[src/rtl/simon_pkg.sv]
// Shared types and constants for the Simon Says game controller:
// FSM encodings, 2-bit state codes, pad colours and LFSR setup.
package simon_pkg;

  typedef enum logic [2:0] {
    S_IDLE,
    S_ADD,
    S_SHOW_ON,
    S_SHOW_OFF,
    S_WAIT_IN,
    S_RELEASE,
    S_WIN,
    S_LOSE
  } fsm_t;

  localparam logic [1:0] ST_IDLE = 2'b00;
  localparam logic [1:0] ST_GAME = 2'b01;
  localparam logic [1:0] ST_USER = 2'b10;
  localparam logic [1:0] ST_END  = 2'b11;

  localparam logic [3:0] COLOR_NONE = 4'b0000;
  localparam logic [3:0] COLOR_KEY0 = 4'b0001;
  localparam logic [3:0] COLOR_KEY1 = 4'b0010;
  localparam logic [3:0] COLOR_KEY2 = 4'b0100;
  localparam logic [3:0] COLOR_KEY3 = 4'b1000;
  localparam logic [3:0] COLOR_ALL  = 4'b1111;

  localparam logic [15:0] LFSR_SEED = 16'hACE1;
  // Right-shift form: taps 16,14,13,11 land on bits 0,2,3,5.
  localparam logic [15:0] LFSR_TAPS = 16'h002D;

  function automatic logic [3:0] idx2color(input logic [1:0] i);
    logic [3:0] c;
    unique case (i)
      2'd0: c = COLOR_KEY0;
      2'd1: c = COLOR_KEY1;
      2'd2: c = COLOR_KEY2;
      default: c = COLOR_KEY3;
    endcase
    return c;
  endfunction

  function automatic logic [1:0] state_code(input fsm_t s);
    logic [1:0] c;
    unique case (s)
      S_IDLE: c = ST_IDLE;
      S_ADD, S_SHOW_ON, S_SHOW_OFF: c = ST_GAME;
      S_WAIT_IN, S_RELEASE: c = ST_USER;
      default: c = ST_END;
    endcase
    return c;
  endfunction

  function automatic logic [2:0] clamp_level(input logic [2:0] l);
    return (l == 3'd0 || l > 3'd5) ? 3'd1 : l;
  endfunction

endpackage

[src/rtl/lfsr16.sv]
// 16-bit Fibonacci LFSR (never zero from a non-zero seed).
// Ports: clk, rst_n (async low), en, q[15:0].
module lfsr16
  import simon_pkg::*;
(
  input  logic        clk,
  input  logic        rst_n,
  input  logic        en,
  output logic [15:0] q
);

  always_ff @(posedge clk or negedge rst_n) begin
    if (!rst_n) begin
      q <= LFSR_SEED;
    end else if (en) begin
      q <= {^(q & LFSR_TAPS), q[15:1]};
    end
  end

endmodule

[src/rtl/simon_sequencer.sv]
// Simon Says game control: sequence build, paced playback, key check.
// Ports: CLOCK_50, reset(n), start, level, key(n) -> state, color, level_q, score, win.
module simon_sequencer
  import simon_pkg::*;
#(
  parameter int STEP_CYCLES    = 25_000_000,
  parameter int MAX_LEN        = 16,
  parameter int TIMEOUT_CYCLES = 250_000_000
) (
  input  logic       CLOCK_50,
  input  logic       reset,
  input  logic       start,
  input  logic [2:0] level,
  input  logic [3:0] key,
  output logic [1:0] state,
  output logic [3:0] color,
  output logic [2:0] level_q,
  output logic [4:0] score,
  output logic       win
);

  localparam int LW = $clog2(MAX_LEN + 1);
  localparam int IW = (MAX_LEN > 1) ? $clog2(MAX_LEN) : 1;
  localparam logic [LW-1:0] LEN_MAX = LW'(MAX_LEN);
  localparam logic [LW-1:0] ONE = LW'(1);
  localparam logic [4:0] SCORE_MAX = 5'(MAX_LEN);
  localparam logic [31:0] STEP = 32'(STEP_CYCLES);
  localparam logic [31:0] TIMEOUT = 32'(TIMEOUT_CYCLES);

  fsm_t fsm, fsm_n;
  logic [LW-1:0] len, len_n;
  logic [LW-1:0] idx, idx_n;
  logic [31:0] timer, timer_n;
  logic [4:0] score_n;
  logic [2:0] level_n;
  logic win_n;
  logic seq_we;
  logic [3:0] color_n;
  logic [1:0] seq [MAX_LEN];

  logic [3:0] k_meta, k_sync, k_prev;
  logic s_meta, s_sync, s_prev;
  logic [3:0] press;
  logic start_edge;
  logic [15:0] lfsr;
  logic [31:0] on_time, gap_time;
  logic [3:0] cur_color;
  logic unused_lfsr;

  lfsr16 u_lfsr (
    .clk  (CLOCK_50),
    .rst_n(reset),
    .en   (1'b1),
    .q    (lfsr)
  );

  assign unused_lfsr = ^lfsr[15:2];
  assign press = k_prev & ~k_sync;
  assign start_edge = s_sync & ~s_prev;
  assign on_time = STEP >> (level_q - 3'd1);
  assign gap_time = on_time >> 1;
  assign cur_color = idx2color(seq[idx[IW-1:0]]);

  always_comb begin
    fsm_n = fsm;
    len_n = len;
    idx_n = idx;
    timer_n = timer;
    score_n = score;
    level_n = level_q;
    win_n = win;
    seq_we = 1'b0;
    color_n = COLOR_NONE;
    unique case (fsm)
      S_IDLE, S_WIN, S_LOSE: begin
        if (fsm == S_WIN) color_n = COLOR_ALL;
        if (start_edge) begin
          level_n = clamp_level(level);
          score_n = '0;
          len_n = '0;
          win_n = 1'b0;
          fsm_n = S_ADD;
        end
      end
      S_ADD: begin
        seq_we = 1'b1;
        len_n = len + ONE;
        idx_n = '0;
        timer_n = '0;
        fsm_n = S_SHOW_ON;
      end
      S_SHOW_ON: begin
        color_n = cur_color;
        timer_n = timer + 32'd1;
        // Each show phase lasts at least one cycle even if its time is 0.
        if (timer + 32'd1 >= on_time) begin
          timer_n = '0;
          fsm_n = S_SHOW_OFF;
        end
      end
      S_SHOW_OFF: begin
        timer_n = timer + 32'd1;
        if (timer + 32'd1 >= gap_time) begin
          timer_n = '0;
          if (idx + ONE == len) begin
            idx_n = '0;
            fsm_n = S_WAIT_IN;
          end else begin
            idx_n = idx + ONE;
            fsm_n = S_SHOW_ON;
          end
        end
      end
      S_WAIT_IN: begin
        color_n = ~k_sync;
        if ($countones(press) > 1) begin
          fsm_n = S_LOSE;
        end else if (press != 4'b0000) begin
          fsm_n = (press == cur_color) ? S_RELEASE : S_LOSE;
        end else if (timer + 32'd1 >= TIMEOUT) begin
          fsm_n = S_LOSE;
        end else begin
          timer_n = timer + 32'd1;
        end
        if (fsm_n == S_LOSE) win_n = 1'b0;
      end
      S_RELEASE: begin
        color_n = ~k_sync;
        if (&k_sync) begin
          timer_n = '0;
          if (idx + ONE < len) begin
            idx_n = idx + ONE;
            fsm_n = S_WAIT_IN;
          end else begin
            idx_n = '0;
            if (score < SCORE_MAX) score_n = score + 5'd1;
            if (len == LEN_MAX) begin
              win_n = 1'b1;
              fsm_n = S_WIN;
            end else begin
              fsm_n = S_ADD;
            end
          end
        end
      end
      default: fsm_n = S_IDLE;
    endcase
  end

  always_ff @(posedge CLOCK_50 or negedge reset) begin
    if (!reset) begin
      fsm <= S_IDLE;
      len <= '0;
      idx <= '0;
      timer <= '0;
      score <= '0;
      level_q <= 3'd1;
      win <= 1'b0;
      state <= ST_IDLE;
      color <= COLOR_NONE;
      k_meta <= 4'hF;
      k_sync <= 4'hF;
      k_prev <= 4'hF;
      s_meta <= 1'b0;
      s_sync <= 1'b0;
      s_prev <= 1'b0;
      for (int i = 0; i < MAX_LEN; i++) seq[i] <= 2'b00;
    end else begin
      fsm <= fsm_n;
      len <= len_n;
      idx <= idx_n;
      timer <= timer_n;
      score <= score_n;
      level_q <= level_n;
      win <= win_n;
      state <= state_code(fsm);
      color <= color_n;
      k_meta <= key;
      k_sync <= k_meta;
      k_prev <= k_sync;
      s_meta <= start;
      s_sync <= s_meta;
      s_prev <= s_sync;
      if (seq_we) seq[len[IW-1:0]] <= lfsr[1:0];
    end
  end

endmodule

[config.mk]
export PLATFORM = sky130hd
export DESIGN_NAME = simon_sequencer
export DESIGN_NICKNAME = d
export VERILOG_FILES = /design/src/rtl/simon_pkg.sv /design/src/rtl/lfsr16.sv /design/src/rtl/simon_sequencer.sv
export SDC_FILE = /design/constraint.sdc
export NUM_CORES = 1
export LEC_CHECK = 0
export CAP_MARGIN = 20
export CORE_MARGIN = 2
export CORE_UTILIZATION = 30
export DETAILED_ROUTE_END_ITERATION = 7
export PLACE_DENSITY = 0.55
export SYNTH_ARGS = -nofsm -noshare
export SYNTH_HDL_FRONTEND = slang
export SYNTH_SLANG_ARGS = --single-unit
[constraint.sdc]
create_clock -name CLOCK_50 -period 5.25 [get_ports CLOCK_50]
set_input_delay 1.05 -clock CLOCK_50 [delete_from_list [all_inputs] [get_ports CLOCK_50]]
set_output_delay 1.05 -clock CLOCK_50 [all_outputs]
set_load 0.03 [all_outputs]
; Yosys cells after proc, flatten, opt, wreduce, memory -nomap -nowiden
; Index checks and enable logic that the tools add are counted.
[word_totals]
register_bits = 123
ramBits = 0
output_inout_bits = 15
latchBits = 0
rom_bits = 0
input_bits = 10
n_memories = 0
word_cells = 153
[classes]
order_cmp = 10
bitwise = 6
multipliers = 0
n_eq_ne = 24
n_addsub = 8
reduce_logical = 23
mux = 49
n_shift = 1
n_div = 0
[ops]
columns = cell, n
row1 = $mux W32, 6
row2 = $pmux W32 S5, 1
row3 = $mux W5, 8
row4 = $mux W3, 12
row5 = $add A32 B1 Y32 const B, 1
row6 = $bwmux W32, 1
row7 = $ge A32 B28 Y1 const B, 1
row8 = $ge A32 B31 Y1, 1
row9 = $ge A32 B32 Y1, 1
row10 = $shr A25 B3 Y32 const A, 1
row11 = $pmux W4 S3, 2
row12 = $ne A2 B2 Y1 const B, 11
row13 = $pmux W5 S2, 2
row14 = $pmux W3 S6, 1
row15 = $reduce_xor A16 Y1, 1
row16 = $add A5 B1 Y5 const B, 3
row17 = $eq A3 B3 Y1 const B, 5
row18 = $pmux W5 S3, 1
row19 = $ge A5 B5 Y1 const B, 2
row20 = $not A4 Y5, 2
row21 = $reduce_and A5 Y1, 2
row22 = $bmux W2 S4, 1
row23 = $demux W2 S4, 1
row24 = $mux W2, 4
row25 = other kinds (37), 50

; Longest topological paths before layout
[depth]
depth_word = 14
mapped_depth = 19
mapped_depth_nobuf = 16

; Hierarchy
; From an unflattened synthesis, not the netlist that was laid out.
[unflattened]
hier_cells = 839
area_unflattened_um2 = 8169.1
[modules_own_cells]
columns = module, seq_area_each_um2, cells_per_inst, area_per_inst_um2, n_inst
row1 = simon_sequencer, 2693.8, 801, 7493.4, 1
row2 = lfsr16, 410.4, 38, 675.6, 1

; Least setup slack after synthesis
; No wires, ideal clock.
[synth_path]
kind = reg-to-reg
start = register timer[17]
end = register timer[25]
arrival_time_ns = 3.835
setup_ns = 0.121
synth_period_minus_slack_ns = 3.956
required_ns = 5.129
path_stages_with_launch = 19
n_path_buf = 3
path_slack_ns = 1.294
path_cell_list = dfrtp_1 > clkbuf_1 > nand4_1 > or4_4 > buf_6 > or2_2 > nor3_1 > xor2_1 > ha_1 > nand4_1 > nor4_1 > nand2_1 > o221ai_1 > o22ai_1 > o211ai_1 > o21a_1 > buf_2 > nor2_2 > a22o_1
[synth_via]
elab_chain_cells = 5
elab_cells_between_ends = 12
classes_between = add/sub (1) / order compare (3) / eq/ne (1) / mux (6) / reduce/logical (1)
[synth_rtl]
columns = item, line_no
row1 = "start, declared", simon_sequencer.sv:33  ; logic [31:0] timer, timer_n;
row2 = "start signal, assigned", simon_sequencer.sv:172  ; timer <= timer_n;
row3 = $add A32 B1 Y32 *, --
row4 = branches (longest 4 deep; another with $ge A32 B31 Y1), --
; Every way passes the cells marked *. The select of a mux whose other input is x is not followed.
; A chain may end at the register's enable or synchronous reset.

; Final worst setup path
[layout_path]
start = register timer[0]
end = register timer[8]
; Same word-level chain as after synthesis.

==> impl_metrics.ini <==
[setup_path]
crit_arrival_ns = 5.01
r2r_cells = 15
r2r_slack_ns = 0.51
startpoint_type = flip-flop
endpoint_kind = flip-flop
rr_endpoint = timer[8]
rr_startpoint = timer[0]
cp_max_fo = 10
crit_type = reg -> reg
cp.required_ns = 5.52

[final_layout]
fin_area_um2 = 8957
nNetsFinal = 898
syn2layout_area_growth_pct = 14.43
drive_above_1_share_pct = 15.73
final_cells = 1168
layout_common_cells = 103 x nand2_1, 102 x dfrtp_1, 67 x ha_1, 40 x o21ai_0, 40 x nor2_1
final_common_cell = nand2_1
n_antenna_cell = 0

[drt]
vias = 6068
routed_via_density = 5.195
ant_nets = 0
dr.pass1.iters = 5
drcViolationCount = 0
drt-wirelength-per-cell_um = 16.58
totalWireLength_um = 19360
drtIter0Drc = 403

[floorplanning]
die_width_um = 165.5
rows = 59
initial_core_util_pct = 30.30
num_io_pins = 25
die-area_um2 = 27400
core_area_um2 = 25840
die_h_um = 165.5

[clock_tree]
clk_pin_slew_worst_paths_ns = 0.07
cts.sinks = 123
cts_resized = 0
cts.path.max_buffers = 2
cts_hold_buf = 0
cts_tree = built
numCtsBuffers = 17
insertion_delay_ns = 0.42
htreeDepth = 4
root_buffer = clkbuf_16
post-cts-setup-buffers = 0

[synth]
yosys.cell_types.count = 76
synth_edf_count = 0
syn_inst = 805
synth-seq-cells = 123
yosysTopAreaCellShare_pct = 32.61
yosys_warnings = 0
ys_top_cells_by_area = dfrtp_1 33%, ha_1 11%, dfstp_2 7.0%
synth_area_um2 = 7828
synth_top_area_cell = dfrtp_1
yosysSeqAreaShare_pct = 39.66
synthFlopType = dfrtp_1
synth.avg_cell_area_um2 = 9.724
async_flop_share_pct = 100.0
synth_nets = 883

[place]
portBuffers = 24
place_ws_ns = 0.5325
hpwl_um = 14090
place_area_um2 = 8364
gp_congestion = 0.8437
dp.cells = 1136

[flow_run]
max_cap_violations = 0

[sta]
worstMarginPinSlew_ns = 0.8332
final.min_clock_period_ns = 4.740
final.setup.worst_slack_ns = 0.5100
setup_viol = 0
relSlewSlack_pct = 44.45
finalCritPeriodShare_pct = 90.29
drv_slew = 0
fmaxAchievable_mhz = 211.0
hold_viol = 0
tns_ns = 0
skew_ns = 0.01131
grt_setup_unrepaired = false

[worst_hold_path]
min_path_cells = 0
min_from = s_meta
hold_path.class = reg -> reg
hold_end = s_sync

[global_route]
groute.layer.met3.usage_pct = 3.147
antenna_found_initial = 0
grtUsageTotal_pct = 14.96
grt_max_degree = 86
gr-max-usage-layer = met2
grt_pass1_wl_um = 32260
grtUsageMet2_pct = 24.48
met1_usage_pct = 20.46
grt_overflow = 0
grt_pass1_vias = 5874

[pwr]
power_mw = 3.840
irDropWorstVdd_mv = 0.2358
pwr_density_cell_nw_per_um2 = 428.8
p_leak_nw = 3.947

[run_status]
status = finished, final reports clean
==> worst max-delay path by stage <==
stage	start	to	slack [ns]
global placement	timer[0]	timer[27]	0.63
CTS	timer[0]	timer[27]	0.49
finish	timer[0]	timer[8]	0.51
floorplan	timer[17]	timer[25]	1.29
global route	timer[0]	timer[8]	0.04
detailed placement	timer[0]	timer[27]	0.53
==> final cells by class <==
cell class	count	area, um2
fillers	2643	16880
clock inverters	15	167.7
inverters	38	142.6
flip-flops and latches	123	3104
multi-input cells	609	4404
repair buffers	31	294.0
clock buffers	17	425.4
well taps	335	419.2
==> critical path, stage by stage, from the launching register on <==
cell and delay [ns]:
dfrtp_1 0.49, ha_1 0.31, nand3_1 0.27, or4_1 0.73
nor2_1 0.18, xor2_1 0.33, ha_1 0.26, nand4_1 0.09
nor4_1 0.34, nand2_1 0.09, o221ai_1 0.26, o22ai_1 0.11
o211ai_1 0.30, o21ai_2 0.19, nand2b_1 0.48, o22ai_1 0.15
==> per-layer routing <==
| metal | share of wire (%) | up-vias |
|---|---|---|
| met5 | 0 | - |
| met4 | 0.85 | 0 |
| met3 | 3.3 | 15 |
| met2 | 48 | 121 |
| met1 | 48 | 2937 |
| li1 | - | 2995 |
==> stage by stage <==
step	util (%)	hold slack (ns)
after floorplan	-	0.3312
after global placement	32.37	0.3338
after detailed placement	32.37	0.3371
after CTS	34.67	0.3547
after global routing	34.67	0.3581
final	34.67	0.3524
==> synth_stat cells, types with 17 or more instances <==
master    count
dfrtp_1     102
nand3_1      28
inv_1        37
dfstp_2      21
nor2_1       40
clkbuf_1     20
nand2_1     103
nor3_1       26
o21ai_0      40
mux2_2       33
a21oi_1      32
xnor2_1      17
ha_1         67
nand4_1      20
==> flip-flops by register name, indices dropped and copies added (netlist names), 4 cells and up <==
signal	cells
timer	32
k_sync	4
k_meta	4
color	4
idx	5
len	5
seq	32
u_lfsr.q	16
k_prev	4
score	5
==> cell families after synthesis <==
group | Yosys count | synth area share, %
compound gates | 176 | 15.49
xor+xnor | 26 | 2.909
fa+ha+maj | 68 | 10.97
buf+inv | 73 | 4.076
flops | 123 | 39.66
mux | 45 | 7.881
simple gates | 294 | 19.02
==> report_power, final <==
group	total (mW)	internal, mW	leakage (nW)	switching [mW]
clock	1.18	0.641	0.289	0.543
sequential	1.14	1.02	1.61	0.118
combinational	1.52	0.564	2.04	0.956
total	3.84	2.22	3.95	1.62
Power figures use the tool's default switching activity.
